**src/rtl/execute.sv**
```systemverilog
// -----------------------------------------------------------------------------
// execute -- Y86-64 pipeline execute stage
//
// Takes the E pipeline register from decode. Selects ALU operands, computes the
// ALU result and new flags, holds the condition-code register, evaluates the
// jXX/cmov condition against the current flags, forwards e_valE/e_dstE to
// decode and loads the M pipeline register for the memory stage.
//
// Ports
//   clk, rst            clock, asynchronous active-high reset
//   E_*                 E pipeline register (stat, icode, ifun, valC/A/B, dstE/M)
//   m_stat, W_stat      stat of younger-stage instructions; gate the CC write
//   M_bubble            load a bubble into M on this edge
//   e_valE, e_dstE      combinational ALU result / effective dstE (to decode)
//   e_Cnd               combinational condition result (icode 2 and 7 only)
//   cc_zf/cc_sf/cc_of   condition-code register
//   M_*                 M pipeline register
//
// Optional feature: define EXEC_PERF_CNT_EN to add three saturating 32-bit
// counters (perf_alu_ops, perf_m_bubbles, perf_cmov_squash).
// -----------------------------------------------------------------------------
module execute (
   input  logic        clk,
   input  logic        rst,
   input  logic [3:0]  E_stat,
   input  logic [3:0]  E_icode,
   input  logic [3:0]  E_ifun,
   input  logic [63:0] E_valC,
   input  logic [63:0] E_valA,
   input  logic [63:0] E_valB,
   input  logic [3:0]  E_dstE,
   input  logic [3:0]  E_dstM,
   input  logic [3:0]  m_stat,
   input  logic [3:0]  W_stat,
   input  logic        M_bubble,
   output logic [63:0] e_valE,
   output logic [3:0]  e_dstE,
   output logic        e_Cnd,
   output logic        cc_zf,
   output logic        cc_sf,
   output logic        cc_of,
   output logic [3:0]  M_stat,
   output logic [3:0]  M_icode,
   output logic        M_Cnd,
   output logic [63:0] M_valE,
   output logic [63:0] M_valA,
   output logic [3:0]  M_dstE,
   output logic [3:0]  M_dstM
`ifdef EXEC_PERF_CNT_EN
   ,
   output logic [31:0] perf_alu_ops,
   output logic [31:0] perf_m_bubbles,
   output logic [31:0] perf_cmov_squash
`endif
);

   // Instruction codes
   localparam logic [3:0] I_NOP    = 4'h1;
   localparam logic [3:0] I_RRMOVQ = 4'h2;
   localparam logic [3:0] I_IRMOVQ = 4'h3;
   localparam logic [3:0] I_RMMOVQ = 4'h4;
   localparam logic [3:0] I_MRMOVQ = 4'h5;
   localparam logic [3:0] I_OPQ    = 4'h6;
   localparam logic [3:0] I_JXX    = 4'h7;
   localparam logic [3:0] I_CALL   = 4'h8;
   localparam logic [3:0] I_RET    = 4'h9;
   localparam logic [3:0] I_PUSHQ  = 4'hA;
   localparam logic [3:0] I_POPQ   = 4'hB;

   localparam logic [3:0] ALU_ADD = 4'h0;
   localparam logic [3:0] ALU_SUB = 4'h1;
   localparam logic [3:0] ALU_AND = 4'h2;
   localparam logic [3:0] ALU_XOR = 4'h3;

   localparam logic [3:0] S_AOK = 4'b1000;
   localparam logic [3:0] S_HLT = 4'b0100;
   localparam logic [3:0] S_ADR = 4'b0010;
   localparam logic [3:0] S_INS = 4'b0001;
   localparam logic [3:0] R_NONE = 4'hF;

   typedef struct packed {
      logic zf;
      logic sf;
      logic of;
   } cc_t;

   typedef struct packed {
      logic [3:0]  stat;
      logic [3:0]  icode;
      logic        cnd;
      logic [63:0] val_e;
      logic [63:0] val_a;
      logic [3:0]  dst_e;
      logic [3:0]  dst_m;
   } m_reg_t;

   localparam cc_t    CC_RESET = '{zf: 1'b1, sf: 1'b0, of: 1'b0};
   localparam m_reg_t M_BUBBLE = '{stat: S_AOK, icode: I_NOP, cnd: 1'b0,
                                   val_e: 64'd0, val_a: 64'd0,
                                   dst_e: R_NONE, dst_m: R_NONE};

   function automatic logic stat_ok(input logic [3:0] s);
      return (s != S_HLT) && (s != S_ADR) && (s != S_INS);
   endfunction

   cc_t         cc_q, cc_d, cc_new;
   m_reg_t      m_q, m_d;
   logic [63:0] alu_a, alu_b, alu_res;
   logic [3:0]  alu_fun;
   logic        alu_fun_ok;
   logic        set_cc;
   logic        cond;

   // ---------------------------------------------------------------- ALU ---
   always_comb begin
      // NOTE: every variable gets a default at the top of the block so that no
      // path through the case statements can infer a latch.
      alu_a      = 64'd0;
      alu_b      = 64'd0;
      alu_res    = 64'd0;
      alu_fun_ok = 1'b1;
      cc_new     = cc_q;

      case (E_icode)
         I_RRMOVQ, I_OPQ:              alu_a = E_valA;
         I_IRMOVQ, I_RMMOVQ, I_MRMOVQ: alu_a = E_valC;
         I_CALL, I_PUSHQ:              alu_a = 64'hFFFF_FFFF_FFFF_FFF8;  // -8
         I_RET, I_POPQ:                alu_a = 64'd8;
         default:                      alu_a = 64'd0;
      endcase

      case (E_icode)
         I_RMMOVQ, I_MRMOVQ, I_OPQ, I_CALL, I_RET, I_PUSHQ, I_POPQ: alu_b = E_valB;
         default:                                                   alu_b = 64'd0;
      endcase

      alu_fun = (E_icode == I_OPQ) ? E_ifun : ALU_ADD;

      case (alu_fun)
         ALU_ADD: alu_res = alu_b + alu_a;
         ALU_SUB: alu_res = alu_b - alu_a;
         ALU_AND: alu_res = alu_b & alu_a;
         ALU_XOR: alu_res = alu_b ^ alu_a;
         default: begin
            alu_res    = 64'd0;
            alu_fun_ok = 1'b0;
         end
      endcase

      cc_new.zf = (alu_res == 64'd0);
      cc_new.sf = alu_res[63];
      case (alu_fun)
         ALU_ADD: cc_new.of = (alu_a[63] == alu_b[63]) && (alu_res[63] != alu_a[63]);
         ALU_SUB: cc_new.of = (alu_a[63] != alu_b[63]) && (alu_res[63] != alu_b[63]);
         default: cc_new.of = 1'b0;
      endcase
   end

   // A faulting/halting instruction already in M or W must not see its
   // younger OPq change the flags.
   assign set_cc = (E_icode == I_OPQ) && alu_fun_ok && stat_ok(m_stat) && stat_ok(W_stat);
   assign cc_d   = set_cc ? cc_new : cc_q;

   // ---------------------------------------------------------- condition ---
   // Evaluated on the registered flags: an OPq in E this cycle has not yet
   // written them, so a jXX/cmov right behind it sees its flags next cycle.
   always_comb begin
      cond = 1'b0;
      case (E_ifun)
         4'h0:    cond = 1'b1;
         4'h1:    cond = (cc_q.sf ^ cc_q.of) | cc_q.zf;
         4'h2:    cond = cc_q.sf ^ cc_q.of;
         4'h3:    cond = cc_q.zf;
         4'h4:    cond = !cc_q.zf;
         4'h5:    cond = !(cc_q.sf ^ cc_q.of);
         4'h6:    cond = !(cc_q.sf ^ cc_q.of) && !cc_q.zf;
         default: cond = 1'b0;
      endcase
   end

   assign e_Cnd  = ((E_icode == I_RRMOVQ) || (E_icode == I_JXX)) ? cond : 1'b0;
   assign e_valE = alu_res;
   // A not-taken cmov must not write its destination register.
   assign e_dstE = ((E_icode == I_RRMOVQ) && !e_Cnd) ? R_NONE : E_dstE;

   // --------------------------------------------------------- M register ---
   always_comb begin
      if (M_bubble) begin
         m_d = M_BUBBLE;
      end else begin
         m_d.stat  = E_stat;
         m_d.icode = E_icode;
         m_d.cnd   = e_Cnd;
         m_d.val_e = e_valE;
         m_d.val_a = E_valA;
         m_d.dst_e = e_dstE;
         m_d.dst_m = E_dstM;
      end
   end

   // NOTE: sequential state is assigned with non-blocking <= so every register
   // samples its _d value from before the edge, independent of block order.
   always_ff @(posedge clk or posedge rst) begin
      if (rst) begin
         cc_q <= CC_RESET;
         m_q  <= M_BUBBLE;
      end else begin
         cc_q <= cc_d;
         m_q  <= m_d;
      end
   end

   assign cc_zf   = cc_q.zf;
   assign cc_sf   = cc_q.sf;
   assign cc_of   = cc_q.of;
   assign M_stat  = m_q.stat;
   assign M_icode = m_q.icode;
   assign M_Cnd   = m_q.cnd;
   assign M_valE  = m_q.val_e;
   assign M_valA  = m_q.val_a;
   assign M_dstE  = m_q.dst_e;
   assign M_dstM  = m_q.dst_m;

`ifdef EXEC_PERF_CNT_EN
   // ---------------------------------------------------- perf counters ---
   function automatic logic [31:0] sat_inc(input logic [31:0] v);
      return (v == 32'hFFFF_FFFF) ? v : v + 32'd1;
   endfunction

   logic [31:0] alu_ops_q, alu_ops_d;
   logic [31:0] bubbles_q, bubbles_d;
   logic [31:0] squash_q,  squash_d;

   // A bubbled edge loads M with the bubble, not with the squashed cmov.
   assign alu_ops_d = set_cc   ? sat_inc(alu_ops_q) : alu_ops_q;
   assign bubbles_d = M_bubble ? sat_inc(bubbles_q) : bubbles_q;
   assign squash_d  = (!M_bubble && (E_icode == I_RRMOVQ) && !e_Cnd) ?
                      sat_inc(squash_q) : squash_q;

   always_ff @(posedge clk or posedge rst) begin
      if (rst) begin
         alu_ops_q <= 32'd0;
         bubbles_q <= 32'd0;
         squash_q  <= 32'd0;
      end else begin
         alu_ops_q <= alu_ops_d;
         bubbles_q <= bubbles_d;
         squash_q  <= squash_d;
      end
   end

   assign perf_alu_ops     = alu_ops_q;
   assign perf_m_bubbles   = bubbles_q;
   assign perf_cmov_squash = squash_q;
`endif

endmodule

```
**config.mk**
```make
export PLATFORM = sky130hd
export DESIGN_NAME = execute
export DESIGN_NICKNAME = d
export VERILOG_FILES = /design/src/rtl/execute.sv
export SDC_FILE = /design/constraint.sdc
export NUM_CORES = 1
export LEC_CHECK = 0
export CORE_MARGIN = 2
export CORE_UTILIZATION = 55
export CTS_BUF_LIST = sky130_fd_sc_hd__clkbuf_8
export CTS_CLUSTER_DIAMETER = 40
export DETAILED_ROUTE_END_ITERATION = 8
export PLACE_DENSITY = 0.9
export SLEW_MARGIN = 5
export SYNTH_ARGS = -nofsm -noshare
export SYNTH_HDL_FRONTEND = slang
export SYNTH_SLANG_ARGS = --single-unit
```
**constraint.sdc**
```tcl
create_clock -name clk -period 9.62 [get_ports clk]
set_input_delay 0.962 -clock clk [delete_from_list [all_inputs] [get_ports clk]]
set_output_delay 0.962 -clock clk [all_outputs]
set_load 0.1 [all_outputs]
```
## Word level (Yosys, flattened, before mapping)

Cells that the tools add are included.

- Add/sub/neg operators: 2
- Equality and inequality tests: 29
- Multiplexer cells: 10
- Bitwise operators: 4
- Reductions and logical operators: 24

Operators with widths:

| kind | count |
|---|---|
| 64-bit case mux with 4 select lines | 2 |
| 145-bit 2-to-1 mux | 1 |
| 64-bit adder | 1 |
| 64-bit AND | 1 |
| 64-bit zero test | 1 |
| 64-bit 2-to-1 mux | 1 |
| 64-bit subtractor | 1 |
| 64-bit bitwise XOR | 1 |
| 4-bit by 3-bit equality test with 1-bit output, second input constant | 7 |
| 4-bit by 2-bit equality test with 1-bit output, second input constant | 6 |
| 4-bit equality test, second input constant | 4 |
| 1-bit logical AND | 11 |
| 4-bit by 1-bit equality test with 1-bit output, second input constant | 2 |
| 4-bit zero test | 2 |
| 4-bit 2-to-1 mux | 2 |
| 4-bit by 1-bit inequality test with 1-bit output, second input constant | 2 |
| 4-bit by 2-bit inequality test with 1-bit output, second input constant | 2 |
| 4-bit by 3-bit inequality test with 1-bit output, second input constant | 2 |
| 1-bit case mux with 7 select lines | 1 |
| 7-bit OR reduction | 1 |
| 2-bit OR reduction | 3 |
| 4-bit OR reduction | 1 |
| 1-bit zero test | 3 |
| 1-bit inequality test | 3 |
| other kinds (7) | 8 |

- Bits in registers: 148
- Bits of input ports: 223
- Output and inout port bits: 217
- Word-level logic and storage cells: 79

## Depth between registers and ports, before layout

- Depth in word-level cells: 9
- Mapped depth: 28
- Mapped depth without buffers: 25

## Worst setup path before layout

Ideal clock, no wire load.

- Path kind: input -> output
- Start: input port E_ifun[0]
- End: output port e_valE[53]
- Arrival time: 7.933 ns
- Required time: 8.658 ns
- Setup slack: 0.725 ns
- Cell stages on the path: 19
- Buffers on the path: 7
- Cells stage by stage: buf_2 > buf_1 > clkbuf_1 > buf_1 > and3_1 > clkbuf_1 > clkbuf_1 > a21oi_1 > xnor2_1 > ha_1 > buf_2 > nand4_2 > or3_1 > o2bb2ai_1 > nor3_4 > a2111oi_2 > o31ai_1 > and3b_1 > o32ai_1

- Word-level cells in the longest chain between the ends: 3
- Elaborated cells on any way between the ends: 6
- Classes of those cells: eq/ne: 3; mux: 2; reduce/logical: 1

Ends and longest elaborated chain:

| element | RTL line | RTL |
|---|---|---|
| start: declaration | 27 | `input logic [3:0] E_ifun,` |
| 4-bit 2-to-1 mux * | 137 | `alu_fun = (E_icode == I_OPQ) ? E_ifun : ALU_ADD;` |
| 4-bit by 2-bit equality test with 1-bit output (tied with other cells) | 139 | `case (alu_fun)` |
| 64-bit case mux with 4 select lines * | 139 |  |
| end: declaration | 36 | `output logic [63:0] e_valE,` |

Mark *: on every way between the ends. The rest lies on a longest branch, timed or not.

## Final worst setup path

- Start: input port E_icode[2]
- End: output port e_valE[63]

- Word-level cells in the longest chain between the ends: 5
- Elaborated cells on any way between the ends: 26
- Classes of those cells: add/sub: 2; eq/ne: 12; mux: 4; bitwise: 2; reduce/logical: 6

Ends and longest elaborated chain:

| element | RTL line | RTL |
|---|---|---|
| start: declaration | 26 | `input logic [3:0] E_icode,` |
| 4-bit by 3-bit equality test with 1-bit output (tied with other cells) | 124, 132 |  |
| 3-bit OR reduction (tied with other cells) | 124 | `case (E_icode)` |
| 64-bit case mux with 4 select lines or 64-bit 2-to-1 mux (tied branches) | 124, 132 |  |
| 64-bit subtractor (tied with other cells) | 141 | `ALU_SUB: alu_res = alu_b - alu_a;` |
| 64-bit case mux with 4 select lines * | 139 |  |

Marked as above.

==> qor.log <==
INFO  placement      hpwl_after_detailed_placement=53,000um
INFO  routing        met2_length=32,500um
INFO  global_routing gr-usage-all-layers=42.9%
INFO  clock_network  ctsResizeCount=0
INFO  global_routing grt_antenna_before_repair=2
INFO  pwr            swShare=56.8%
INFO  global_routing grt_max_degree=88
INFO  sta            fin_skew=1.91ps
INFO  pwr            design_power_total=3.34mW
INFO  routing        wl_per_cell=24.8um
INFO  sta            timing_worst_slew_pin_value=1360ps
INFO  worst_setup_path endpoint_required_time_on_the_critical_path=8660ps
INFO  synth          yosys_register_bits=148
INFO  finish         areaGrowthSynthToFinish=29.2%
INFO  synth          yosysSeqAreaShare=23.4%
INFO  clock_network  cts-hold-fix-buffers=0
INFO  finish         final_layout_size_suffix_gt1_share=8.76%
INFO  sta            final_critical_path_setup_slack=533ps
INFO  synth          netlist.area_leader.share=21.6%
INFO  routing        highest_layer=met5
INFO  sta            slew_viol_final=0
INFO  placement      placement.setup.worst_slack=746ps
INFO  synth          synthesis.nets=2,304
INFO  worst_setup_path start_kind=input port
INFO  routing        detail_route.drc_violations=0
INFO  sta            final-setup-viol-count=0
INFO  routing        detailedRoute.firstPassIterationCount=7
INFO  synth          synth_edf_count=0
INFO  synth          synth.lib_cells_used.distinct=109
INFO  pwr            power.combinational.fraction=63.8%
INFO  sta            grt_setup_unrepaired=no
INFO  worst_setup_path critPathLaunch=E_icode[2]
INFO  synth          syn_area=15,900squm
INFO  pwr            share_clk_of_total_power=15.3%
INFO  hold_path      hold_path.startpoint=cc_zf
INFO  routing        wl_met1=23,300um
INFO  global_routing grt_pass1_vias=17.6k
INFO  worst_setup_path ff2ff_path_depth=8
INFO  routing        dr_total_vias=17.6k
INFO  routing        met3_length=5950um
INFO  hold_path      hp-class=flop to flop
INFO  finish         post_layout_nonfiller_instances=2,693
INFO  die            core.rowCount=62
INFO  placement      dp.cells=2,659
INFO  sta            final_min_period_over_clock_period=94.5%
INFO  worst_setup_path path_class=input port to output pin
INFO  clock_network  clockBufferDepth=2
INFO  worst_setup_path cpMaxStageDelayCell=buf_2
INFO  finish         layout.filler_cells=2,224
INFO  die            design.die.area=30,300squm
INFO  worst_setup_path worstPathBufferInverterCount=2
INFO  worst_setup_path crit_path_cell_trace=buf_2, nor2b_1, nand2_1, o31a_1, nand4_1, or2_4, nor3_4, nand2_2, or3_4, nor2_1, a21oi_1, xnor2_1, ha_1, a21o_1, a21o_1, a21oi_1, nor2_1, a211oi_1, a2bb2oi_1, a211oi_1, a2111o_1, xnor2_2, o22ai_2, buf_4
INFO  worst_setup_path timing.reg2reg.setup_slack=6830ps
INFO  pwr            power.density_cell_area=163nW/um^2
INFO  worst_setup_path setup.worst_path.end_class=output pin
INFO  finish         layout.core_utilization=71.9%
INFO  clock_network  insertion_delay=490ps
INFO  die            core_region_area=28,500squm
INFO  global_routing global_route.overflow_total=0
INFO  worst_setup_path regToRegEndpoint=M_dstE[1]
INFO  global_routing wire_length_of_the_first_global_routing_pass=101,000um
INFO  sta            final_hold_viol_count=0
INFO  clock_network  cts_sinks=148
INFO  sta            fin_setup_tns=0ps
INFO  routing        wirelength=66,800um
INFO  finish         layout.cell_area.non_filler=20,500squm
INFO  synth          synth_commonest_cells=a21oi_1 (177), dfrtp_1 (137), nor2_1 (134)
INFO  job            max_cap_viol_count=0
INFO  clock_network  clock_tree.htree_level_count=4
INFO  synth          synth.largest_area_cell=dfrtp_1
INFO  routing        vias_per_instance=6.52
INFO  sta            min_period=9090ps
INFO  clock_network  cts-root-buf=clkbuf_8
INFO  pwr            power.leakage=8.91nW
INFO  sta            timing.slew.headroom=8.30%
INFO  die            floorplan.io_pins=440
INFO  hold_path      min_delay_worst_endpoint=cc_zf
INFO  placement      finalWeightedCongestion=1.01
INFO  sta            hold-worst-slack=559ps
INFO  synth          ys.flop_type=dfrtp_1
INFO  worst_setup_path critPathArrivalTime=8130ps
INFO  outcome        run_status=finished clean
INFO  placement      placedInstanceArea=20,100squm
INFO  clock_network  cts_made_buffers=17
INFO  finish         design.final.nets=2,643
INFO  pwr            power_switching=1.90mW
INFO  placement      portBuffers=439
INFO  die            die_h=174um
INFO  die            floorplan.die.width=174um
INFO  worst_setup_path r2r_start=cc_of
INFO  sta            timing.fmax=110MHz
INFO  synth          synth.yosys.warnings=0
INFO  synth          syn-instance-count=1,955
INFO  pwr            vdd.ir_drop.worst=0.000239V
INFO  clock_network  cts_tree=built
INFO  worst_setup_path timing.critical_path.slowest_cell_delay=720ps
INFO  routing        route.antenna.remaining_nets=0
INFO  worst_setup_path critical_path_maximum_fanout=59
INFO  die            initial_utilization=55.6%
INFO  synth          postSynth.asyncResetShare=100%
INFO  worst_setup_path path_delay_family=compound AO/OA/AOI/OAI gates
INFO  synth          post_synth_main_area_contributors=dfrtp_1 (22%), ha_1 (9.8%), a21oi_1 (5.6%), nor2b_1 (4.9%), xnor2_1 (4.1%)
INFO  synth          yosys.cell_count.top_type=a21oi_1
INFO  synth          post_synth.cell_area_avg=8.13squm
INFO  hold_path      hold-path-cell-count=2
INFO  pwr            sequential_power_share=20.9%
INFO  pwr            internal-power=1.45mW
INFO  clock_network  clock_pin_slew_on_the_worst_setup_and_hold_paths=110ps
INFO  routing        drtIter0Drc=2,037
INFO  clock_network  cts_setup_buffers=0
worst reg2reg max path: stages (launching register included):
cell,delay (ps)
dfrtp_1,430
xnor2_1,280
nor2_1,90
nor3_1,240
o32ai_1,130
a21oi_1,180
nor3_1,110
nor4b_1,1030
or3_1,240
registers in the layout, summed over array words and instances, names as in the netlist:
signal   count
M_Cnd        1
M_dstE       4
M_dstM       4
M_icode      4
M_stat       4
M_valA      64
M_valE      64
cc_of        1
cc_sf        1
cc_zf        1
routing by layer:
metal / vias up / track usage [%]
met4: 4 / 28.6
li1: 7789 / -
met1: 8290 / 47.5
met3: 314 / 8.22
met2: 1156 / 75.0
met5: - / 0
power groups by stage:
stage	logic (mW)	clock network, mW	registers [mW]
6_report	2.13	0.512	0.699
5_1_grt	2.21	0.537	0.703
4_1_cts	2.11	0.515	0.699
3_5_place_dp	2.10	0	0.711
3_3_place_gp	2.08	0	0.707
2_1_floorplan	1.13	0	1.13
worst max-delay path by stage:
stage                       endpoint  slack, ps  depth (start not counted)
after global routing      e_valE[63]        160                         24
after detailed placement  e_valE[63]        750                         24
after CTS                 e_valE[63]        740                         24
after floorplan           e_valE[53]        730                         19
final                     e_valE[63]        530                         24
after global placement    e_valE[63]        910                         24
cells by family (layout without fill, tap and decap cells):
group / Yosys count / in the layout / share of synthesized area (%)
multiplexers: 72 / 72 / 4.62
AND/OR/NAND/NOR: 739 / 739 / 26.2
XOR/XNOR: 98 / 98 / 5.45
other: 0 / 2 / 0
flip-flops: 148 / 148 / 23.4
AO/OA/AOI/OAI: 553 / 553 / 24.1
buffers and inverters: 219 / 571 / 6.27
adder cells (fa/ha/maj): 126 / 126 / 9.97
final cells by class:
class | instances | area, sq um | area share [%]
diodes | 2 | 5.00 | 0.0244
clock buffers | 17 | 234 | 1.14
clock inverters | 15 | 159 | 0.774
inverters | 78 | 298 | 1.45
multi-input cells | 1588 | 11200 | 54.5
flip-flops and latches | 148 | 3720 | 18.1
well taps | 384 | 480 | 2.34
repair buffers | 461 | 4440 | 21.6
cells in the final DEF, fill, tap and decap left out, drive strengths merged, types with 12 or more instances in the layout:
| cell | synthesis | routed |
|---|---|---|
| o21a | 21 | 21 |
| a21o | 27 | 27 |
| inv | 78 | 88 |
| a31oi | 21 | 21 |
| o21ai | 70 | 70 |
| xnor2 | 76 | 76 |
| nand2 | 120 | 120 |
| xor2 | 22 | 22 |
| clkbuf | 77 | 17 |
| dfrtp | 137 | 137 |
| and3 | 18 | 18 |
| or4 | 12 | 12 |
| nand4 | 46 | 46 |
| o31a | 18 | 18 |
| o31ai | 24 | 24 |
| or3 | 18 | 18 |
| nand2b | 37 | 37 |
| o22ai | 16 | 16 |
| clkdlybuf4s50 | 0 | 396 |
| nor2 | 137 | 137 |
| a221oi | 27 | 27 |
| nor3 | 43 | 43 |
| or2 | 27 | 27 |
| a311oi | 26 | 26 |
| nand3 | 30 | 30 |
| a21oi | 180 | 180 |
| mux2i | 61 | 61 |
| ha | 125 | 125 |
| nand3b | 28 | 28 |
| nor2b | 125 | 125 |
| and2 | 65 | 65 |
| buf | 64 | 65 |
| nor4 | 16 | 16 |
No activity file was read; power rests on OpenSTA's default activity.
